<file path="src/rtl/cva5_fifo_counted_pkg.sv">
// Shared helpers for the counted FIFO.
// Pointer wrap is expressed once here so storage indexing and pointer logic agree.
package cva5_fifo_counted_pkg;

   function automatic logic is_last_index(input int unsigned idx, input int unsigned depth);
      return idx == depth - 1;
   endfunction

endpackage

</file>
<file path="src/rtl/lutram_1w_1r.sv">
// Distributed-RAM style storage: one synchronous write port, one asynchronous read port.
// Exactly DEPTH entries; addresses at or above DEPTH are never presented by the owner.
module lutram_1w_1r #(
   parameter int WIDTH = 32,
   parameter int DEPTH = 6
) (
   input  logic                     clk,
   input  logic                     we,
   input  logic [$clog2(DEPTH)-1:0] waddr,
   input  logic [WIDTH-1:0]         wdata,
   input  logic [$clog2(DEPTH)-1:0] raddr,
   output logic [WIDTH-1:0]         rdata
);

   logic [WIDTH-1:0] mem [DEPTH];

   always_ff @(posedge clk) begin
      if (we) mem[waddr] <= wdata;
   end

   assign rdata = mem[raddr];

endmodule

</file>
<file path="src/rtl/cva5_fifo_counted.sv">
// Single-clock FIFO of arbitrary depth with occupancy count, almost-full threshold,
// high-water mark, synchronous flush and sticky overflow/underflow flags.
module cva5_fifo_counted
   import cva5_fifo_counted_pkg::*;
#(
   parameter int DATA_WIDTH   = 32,
   parameter int FIFO_DEPTH   = 6,
   parameter int AF_THRESHOLD = FIFO_DEPTH - 1
) (
   input  logic                             clk,
   input  logic                             rst,
   input  logic                             push,
   input  logic [DATA_WIDTH-1:0]            data_in,
   input  logic                             pop,
   input  logic                             flush,
   output logic [DATA_WIDTH-1:0]            data_out,
   output logic                             valid,
   output logic                             full,
   output logic                             almost_full,
   output logic [$clog2(FIFO_DEPTH+1)-1:0]  count,
   output logic [$clog2(FIFO_DEPTH+1)-1:0]  high_water,
   output logic                             overflow,
   output logic                             underflow
);

   localparam int CW = $clog2(FIFO_DEPTH + 1);
   localparam int PW = $clog2(FIFO_DEPTH);
   localparam logic [CW-1:0] DEPTH_C = CW'(FIFO_DEPTH);
   localparam logic [CW-1:0] AF_C    = CW'(AF_THRESHOLD);

   logic [PW-1:0] rd_ptr;
   logic [PW-1:0] wr_ptr;
   logic          clear;
   logic          pop_acc;
   logic          push_acc;
   logic [CW:0]   count_ext;
   logic [CW-1:0] count_next;

   // Handshake: push/pop are requests, not held transactions. A request is taken in the
   // cycle it is asserted or dropped (flagging overflow/underflow); there is no retry.
   // A pop frees a slot in the same cycle, so push+pop while full is accepted.
   assign clear    = rst | flush;
   assign pop_acc  = pop & valid & ~clear;
   assign push_acc = push & (~full | pop_acc) & ~clear;

   assign count_ext  = {1'b0, count} + (CW+1)'(push_acc) - (CW+1)'(pop_acc);
   assign count_next = count_ext[CW-1:0];

   assign valid       = (count != '0);
   assign full        = (count == DEPTH_C);
   assign almost_full = (count >= AF_C);

   always_ff @(posedge clk) begin
      if (clear) begin
         rd_ptr     <= '0;
         wr_ptr     <= '0;
         count      <= '0;
         high_water <= '0;
         overflow   <= 1'b0;
         underflow  <= 1'b0;
      end else begin
         if (pop_acc)
            rd_ptr <= is_last_index(32'(rd_ptr), FIFO_DEPTH) ? '0 : rd_ptr + PW'(1);
         if (push_acc)
            wr_ptr <= is_last_index(32'(wr_ptr), FIFO_DEPTH) ? '0 : wr_ptr + PW'(1);
         count      <= count_next;
         high_water <= (count_next > high_water) ? count_next : high_water;
         overflow   <= overflow  | (push & ~push_acc);
         underflow  <= underflow | (pop & ~pop_acc);
      end
   end

   lutram_1w_1r #(
      .WIDTH (DATA_WIDTH),
      .DEPTH (FIFO_DEPTH)
   ) storage (
      .clk   (clk),
      .we    (push_acc),
      .waddr (wr_ptr),
      .wdata (data_in),
      .raddr (rd_ptr),
      .rdata (data_out)
   );

   // Dropped requests are legal but worth seeing in simulation logs.
   always_ff @(posedge clk) begin
      if (!clear) begin
         if (push & full & ~pop) $warning("cva5_fifo_counted: push dropped while full");
         if (pop & ~valid)       $warning("cva5_fifo_counted: pop ignored while empty");
         assert (count <= DEPTH_C) else $error("cva5_fifo_counted: count above depth");
         assert (count_ext <= {1'b0, DEPTH_C}) else $error("cva5_fifo_counted: next count above depth");
      end
   end

endmodule

</file>
<file path="config.mk">
export PLATFORM = sky130hd
export DESIGN_NAME = cva5_fifo_counted
export DESIGN_NICKNAME = d
export VERILOG_FILES = /design/src/rtl/cva5_fifo_counted_pkg.sv /design/src/rtl/lutram_1w_1r.sv /design/src/rtl/cva5_fifo_counted.sv
export SDC_FILE = /design/constraint.sdc
export NUM_CORES = 1
export LEC_CHECK = 0
export BUFFER_PORTS_ARGS = -buffer_cell sky130_fd_sc_hd__buf_2
export CORE_MARGIN = 4
export CORE_UTILIZATION = 35
export CTS_BUF_LIST = sky130_fd_sc_hd__clkbuf_8
export DETAILED_ROUTE_END_ITERATION = 6
export PLACE_DENSITY = 0.61
export SETUP_SLACK_MARGIN = 0.3
export SLEW_MARGIN = 25
export SYNTH_ARGS = -nofsm -noshare
export SYNTH_HDL_FRONTEND = slang
export SYNTH_SLANG_ARGS = --single-unit
</file>
<file path="constraint.sdc">
create_clock -name clk -period 6.5 [get_ports clk]
set_clock_uncertainty 0.1 [all_clocks]
set_input_delay 0.325 -clock clk [delete_from_list [all_inputs] [get_ports clk]]
set_output_delay 0.325 -clock clk [all_outputs]
set_load 0.03 [all_outputs]
</file>
==> results of run 1 <==
==> worst paths after layout <==
kind | startpoint | end | slack [ps] | cells after the start
max | flush | high_water[2] | 2600 | 13
min | push | overflow | 90 | 3
max reg2reg | count[2] | high_water[2] | 3230 | 12
min reg2reg | rd_ptr[2] | flip-flop | 390 | 1
==> timing repair <==
| item | CTS | global route |
|---|---|---|
| endpoints found under the setup margin | 0 | 0 |
| endpoints found under the hold margin | 197 | 0 |
| hold buffers | 35 | 0 |
==> cell usage after synthesis, drive strengths merged <==
library cell	instances
a21oi	35
a31o	1
a32o	1
and2	1
and3	4
buf	14
clkbuf	5
dfxtp	17
edfxtp	192
fa	1
ha	7
inv	12
mux2i	35
mux4	32
nand2	7
nand2b	1
nand3	5
nand4	2
nand4bb	1
nor2	34
nor2b	2
nor3	6
nor3b	1
nor4	1
nor4b	1
o21a	1
o21ai	2
o21bai	1
o31ai	1
xnor2	1
xor2	2
==> where the power goes <==
part	internal (mW)	total [mW]	switching, mW
registers	1.48	1.48	0.00353
logic	0.0384	0.0904	0.0520
clock network	0.521	0.990	0.468
total	2.04	2.56	0.524
==> per-layer routing <==
metal / track usage, % / vias up / wire length, um
met3: 3.15 / 26 / 800
met5: 0 / - / 0
met1: 14.2 / 2082 / 6190
li1: - / 1962 / -
met4: 3.83 / 0 / 269
met2: 21.1 / 99 / 7810
==> registers in the layout, summed over array words and instances (netlist names), named ones only <==
signal / count
count: 3
high_water: 3
overflow: 1
rd_ptr: 3
storage.mem: 192
underflow: 1
wr_ptr: 3
==> cell type report <==
cell class                 instances  share of cell area (%)
inverter                          12                   0.465
sequential                       209                    63.1
multi-input combinational        186                    18.4
timing repair buffer             120                    8.17
tap                              285                    3.68
clock buffer                      37                    5.26
clock inverter                    21                   0.879
==> metrics by stage <==
step	area (sq um)	cells	total power, mW	setup slack [ps]
2_1_floorplan	8050	426	1.55	1550
3_3_place_gp	8740	777	1.58	2900
3_5_place_dp	8740	777	1.58	2650
4_1_cts	9680	870	2.60	2640
5_1_grt	9680	870	2.68	2410
6_report	9680	870	2.56	2600
==> worst max-delay path, cell delays in order <==
cell and delay, ps:
dlygate4sd3_1 530, buf_2 150, nor2_1 650, nand3_1 310, ha_1 370, inv_1 40, ha_1 180, fa_1 470
ha_1 320, nor2b_1 140, o21a_1 160, o21ai_1 320, mux2i_1 260
==> kinds of logic after synthesis <==
| logic type | share of synthesized area [%] |
|---|---|
| flops | 75.9 |
| xor+xnor | 0.327 |
| simple gates | 3.79 |
| mux | 13.6 |
| buf+inv | 2.29 |
| compound gates | 2.81 |
| fa+ha+maj | 1.34 |
==> impl_metrics.ini, run 1 <==
[run_status]
status = completed

[clocking]
cts_tree = built
clock-root-buffer = clkbuf_8
cts_made_buffers = 35
worst_setup_hold_path_clk_slew_ps = 60
cts.htree.levels = 2
cts_sinks = 209
post-cts-setup-buffer-count = 0
cts_resized = 0
clk-insertion-delay-late_ps = 490
cts_buffer_depth = 3

[final_layout]
fin_util_pct = 42.8
final-seq-area_sq_um = 6110
multi_input_area_sq_um = 1780
antenna_cells_inserted = 0
most_common_library_cell_in_the_layout_ignoring_fill_and_taps = edfxtp_1
layout.filler_cells = 2000
syn2layout_area_growth_pct = 20.3
num-nets-final = 609
most-common-layout-cells = edfxtp_1, buf_2, clkbuf_8
drive_gt1_share_pct = 27.4

[logic_synthesis]
synth_top_area_cell = edfxtp_1
post_synth_cell_types = 38
synth-warning-count = 0
mappedNetlistNets = 471
synthCells = 426
post_synth.cell_area_avg_sq_um = 18.9
synth.ff_latch_count = 209
synth_top_area_share_pct = 71.6
synth_seq_area_share_pct = 75.9
netlist_area_sq_um = 8050
synth_top_cells_by_area = edfxtp_1, mux4_2, mux2i_1, dfxtp_1, a21oi_1

[detailed_routing]
vias_per_cell = 4.79
initialDrtViolationCount = 165
dr_total_vias = 4169
number_of_nets_with_antenna_violations_after_detailed_routing = 0
number_of_iterations_in_the_first_detailed_routing_pass = 4
routed_wire_length_per_instance_um = 17.3
post-route-drc-count = 0
final_wirelength_um = 15100

[sta]
fin_setup_tns_ps = 0
timing.final.hold_violations = 0
min_period_over_period_pct = 60.0
worst-slew-pin-transition_ps = 927
slew_headroom_pct = 38.2
final.hold.worst_slack_ps = 94.5
rsz0062_at_grt = no
max_freq_mhz = 256
finalMaxSlewViolations = 0
final-setup-viol-count = 0
timing.final.crit_period_ps = 3900

[global_route]
grt_start_max_net_pins = 65
grt_remaining_overflow = 0
gr-usage-all-layers_pct = 11.9
grt_antenna_before_repair = 0
via_count_of_the_first_global_routing_pass = 4599
global_route_wire_length_before_repair_um = 24300

[floorplan]
initial_utilization_pct = 35.6
die-height_um = 160
placeableCoreArea_sq_um = 22600
die_width_um = 160
row_count = 55
top_level_ports = 80
floorplan.die_area_sq_um = 25500

[worst_setup_path]
required_ps = 6810
critPathCaptureType = flip-flop
crit_path_max_fanout = 14
critPathLaunchType = primary input
worst_setup_path_category = in -> reg
critPathArrivalTime_ps = 4220

[power]
power-per-cell-area_nw_per_um2 = 264
worst_ir_drop_vdd_v = 0.000110
cellLeakagePower_nw = 3.32

[placed_design]
finalWeightedCongestion = 0.737
place.port_buffers = 79
hpwl_um = 8560

[hold_path]
worst_hold_path_type = in -> reg

[run]
drv.max_cap_violation_count = 0
No activity file was read; power rests on OpenSTA's default activity.
==> inputs of run 2 (changes only) <==
PLACE_DENSITY = 0.63   (was 0.61)
clock period = 3.5 ns   (was 6.5 ns; I/O delays follow)
==> impl_metrics.ini, run 2 (synthesis gave the netlist of run 1 again) <==
[global_route]
gr-max-usage-layer = met2
use_met3_pct = 3.35
grt_start_max_net_pins = 39
grt_remaining_overflow = 0
grt.met2_usage_pct = 20.3
via_count_of_the_first_global_routing_pass = 4690
globalRouteMet1Util_pct = 16.3
gr-usage-all-layers_pct = 12.5
grt_antenna_before_repair = 1
global_route_wire_length_before_repair_um = 25300

[final_layout]
layout.filler_cells = 2006
most-common-layout-cells = edfxtp_1, buf_2, dlygate4sd3_1
fin_util_pct = 43.7
most_common_library_cell_in_the_layout_ignoring_fill_and_taps = edfxtp_1
number_of_flip_flops_under_the_largest_register_name = 192
syn2layout_area_growth_pct = 22.9
final_cell_count_no_fill = 882
num-nets-final = 618
final_design_area_no_fill_sq_um = 9900
final-seq-area_sq_um = 6120
regMostFlops = storage.mem
multi_input_area_sq_um = 1860
drive_gt1_share_pct = 30.0

[power]
total_power_mw = 4.89
worst_ir_drop_vdd_v = 0.000225
power-per-cell-area_nw_per_um2 = 494
cellLeakagePower_nw = 3.40

[worst_setup_path]
worst_r2r_path_cells = 11
critPathLaunchType = flip-flop
required_ps = 3840
path_cells = nand4bb_2, nand3_2, ha_1, inv_1, ha_1, fa_1, ha_4, nor2b_1, o21a_1, o21ai_4, mux2i_1
cpMaxStageDelayCell = fa_1
crit_path_max_fanout = 5
critPathArrivalTime_ps = 3330
r2r_slack_ps = 510
worst_setup_path_category = reg -> reg
r2r-end = high_water[1]
cp_common_cell = ha_1
critPathCaptureType = flip-flop
start_of_the_worst_register_to_register_path = count[0]
crit_path_max_incr_delay_ps = 570

[clocking]
cts_tree = built
clk-insertion-delay-late_ps = 510
worst_setup_hold_path_clk_slew_ps = 60
clock-root-buffer = clkbuf_8
post-cts-setup-buffer-count = 0
cts_sinks = 209
cts_made_buffers = 36
cts.htree.levels = 2
cts_buffer_depth = 3

[placed_design]
preCtsSetupSlack_ps = 335
placed_cell_area_sq_um = 8820
finalWeightedCongestion = 0.770
place.port_buffers = 79
hpwl_um = 9080
placed_cells_incl_taps = 782

[detailed_routing]
dr_total_vias = 4245
initialDrtViolationCount = 248
number_of_iterations_in_the_first_detailed_routing_pass = 4
routed_wire_length_per_instance_um = 17.8
post-route-drc-count = 0
final_wirelength_um = 15700
number_of_nets_with_antenna_violations_after_detailed_routing = 0
vias_per_cell = 4.81

[sta]
max_freq_mhz = 334
timing.final.crit_period_ps = 2990
rsz0062_at_grt = no
worst-slew-pin-transition_ps = 969
final.hold.worst_slack_ps = 320
timing.final.hold_violations = 0
slew_headroom_pct = 35.4
fin_setup_tns_ps = 0
final-setup-viol-count = 0
finalMaxSlewViolations = 0
min_period_over_period_pct = 85.4
setup_slack_ps = 509

[hold_path]
worst_hold_path_type = in -> reg
worstHoldStart = rst
min_delay_path_depth = 3
hold_end = overflow

[floorplan]
top_level_ports = 80
die-height_um = 160
initial_utilization_pct = 35.6
die_width_um = 160
floorplan.die_area_sq_um = 25500
row_count = 55
placeableCoreArea_sq_um = 22600

[run]
drv.max_cap_violation_count = 0

[run_status]
status = completed
run 2: how the worst max path moves through the flow:
stage	from	endpoint	slack (ps)	cells past startpoint
detailed placement	count[0]	high_water[1]	330	11
CTS	count[0]	high_water[1]	320	11
floorplan	count[0]	storage.mem[2][0]	130	3
global placement	count[0]	high_water[2]	470	11
global route	count[0]	high_water[1]	320	11
finish	count[0]	high_water[1]	510	11
run 2: area by class of cell:
class                      count  area share (%)
tap                          285            3.60
multi-input combinational    186            18.8
sequential                   209            61.8
timing repair buffer         128            8.84
inverter                      12           0.455
clock buffer                  37            5.15
antenna                        1          0.0253
clock inverter                24            1.29
run 2: what timing repair did:
action	in CTS	in global routing
hold endpoints to repair	200	0
hold buffers	38	0
setup endpoints to repair	0	3
resized for setup	0	12
run 2: routing by layer:
metal | up-vias | part of all wire (%) | routed length (um)
met4 | 0 | 2.2 | 349
met5 | - | 0 | 0
met1 | 2130 | 45 | 7050
li1 | 1986 | - | -
met2 | 97 | 48 | 7550
met3 | 32 | 4.6 | 715
run 2: power by group:
part | internal (mW) | switching, mW
logic | 0.0781 | 0.0998
registers | 2.74 | 0.00754
clock network | 1.05 | 0.910
total | 3.87 | 1.02
run 2: critical path, delay by kind of cell, from the launching register on:
kind                       cells  cell delay [ps]
muxes                          1              210
and+or+nand+nor                3              500
AOI/OAI and AO/OA              2              400
DFF                            1              390
buffers and inverters          1               40
adders and majority gates      4             1290
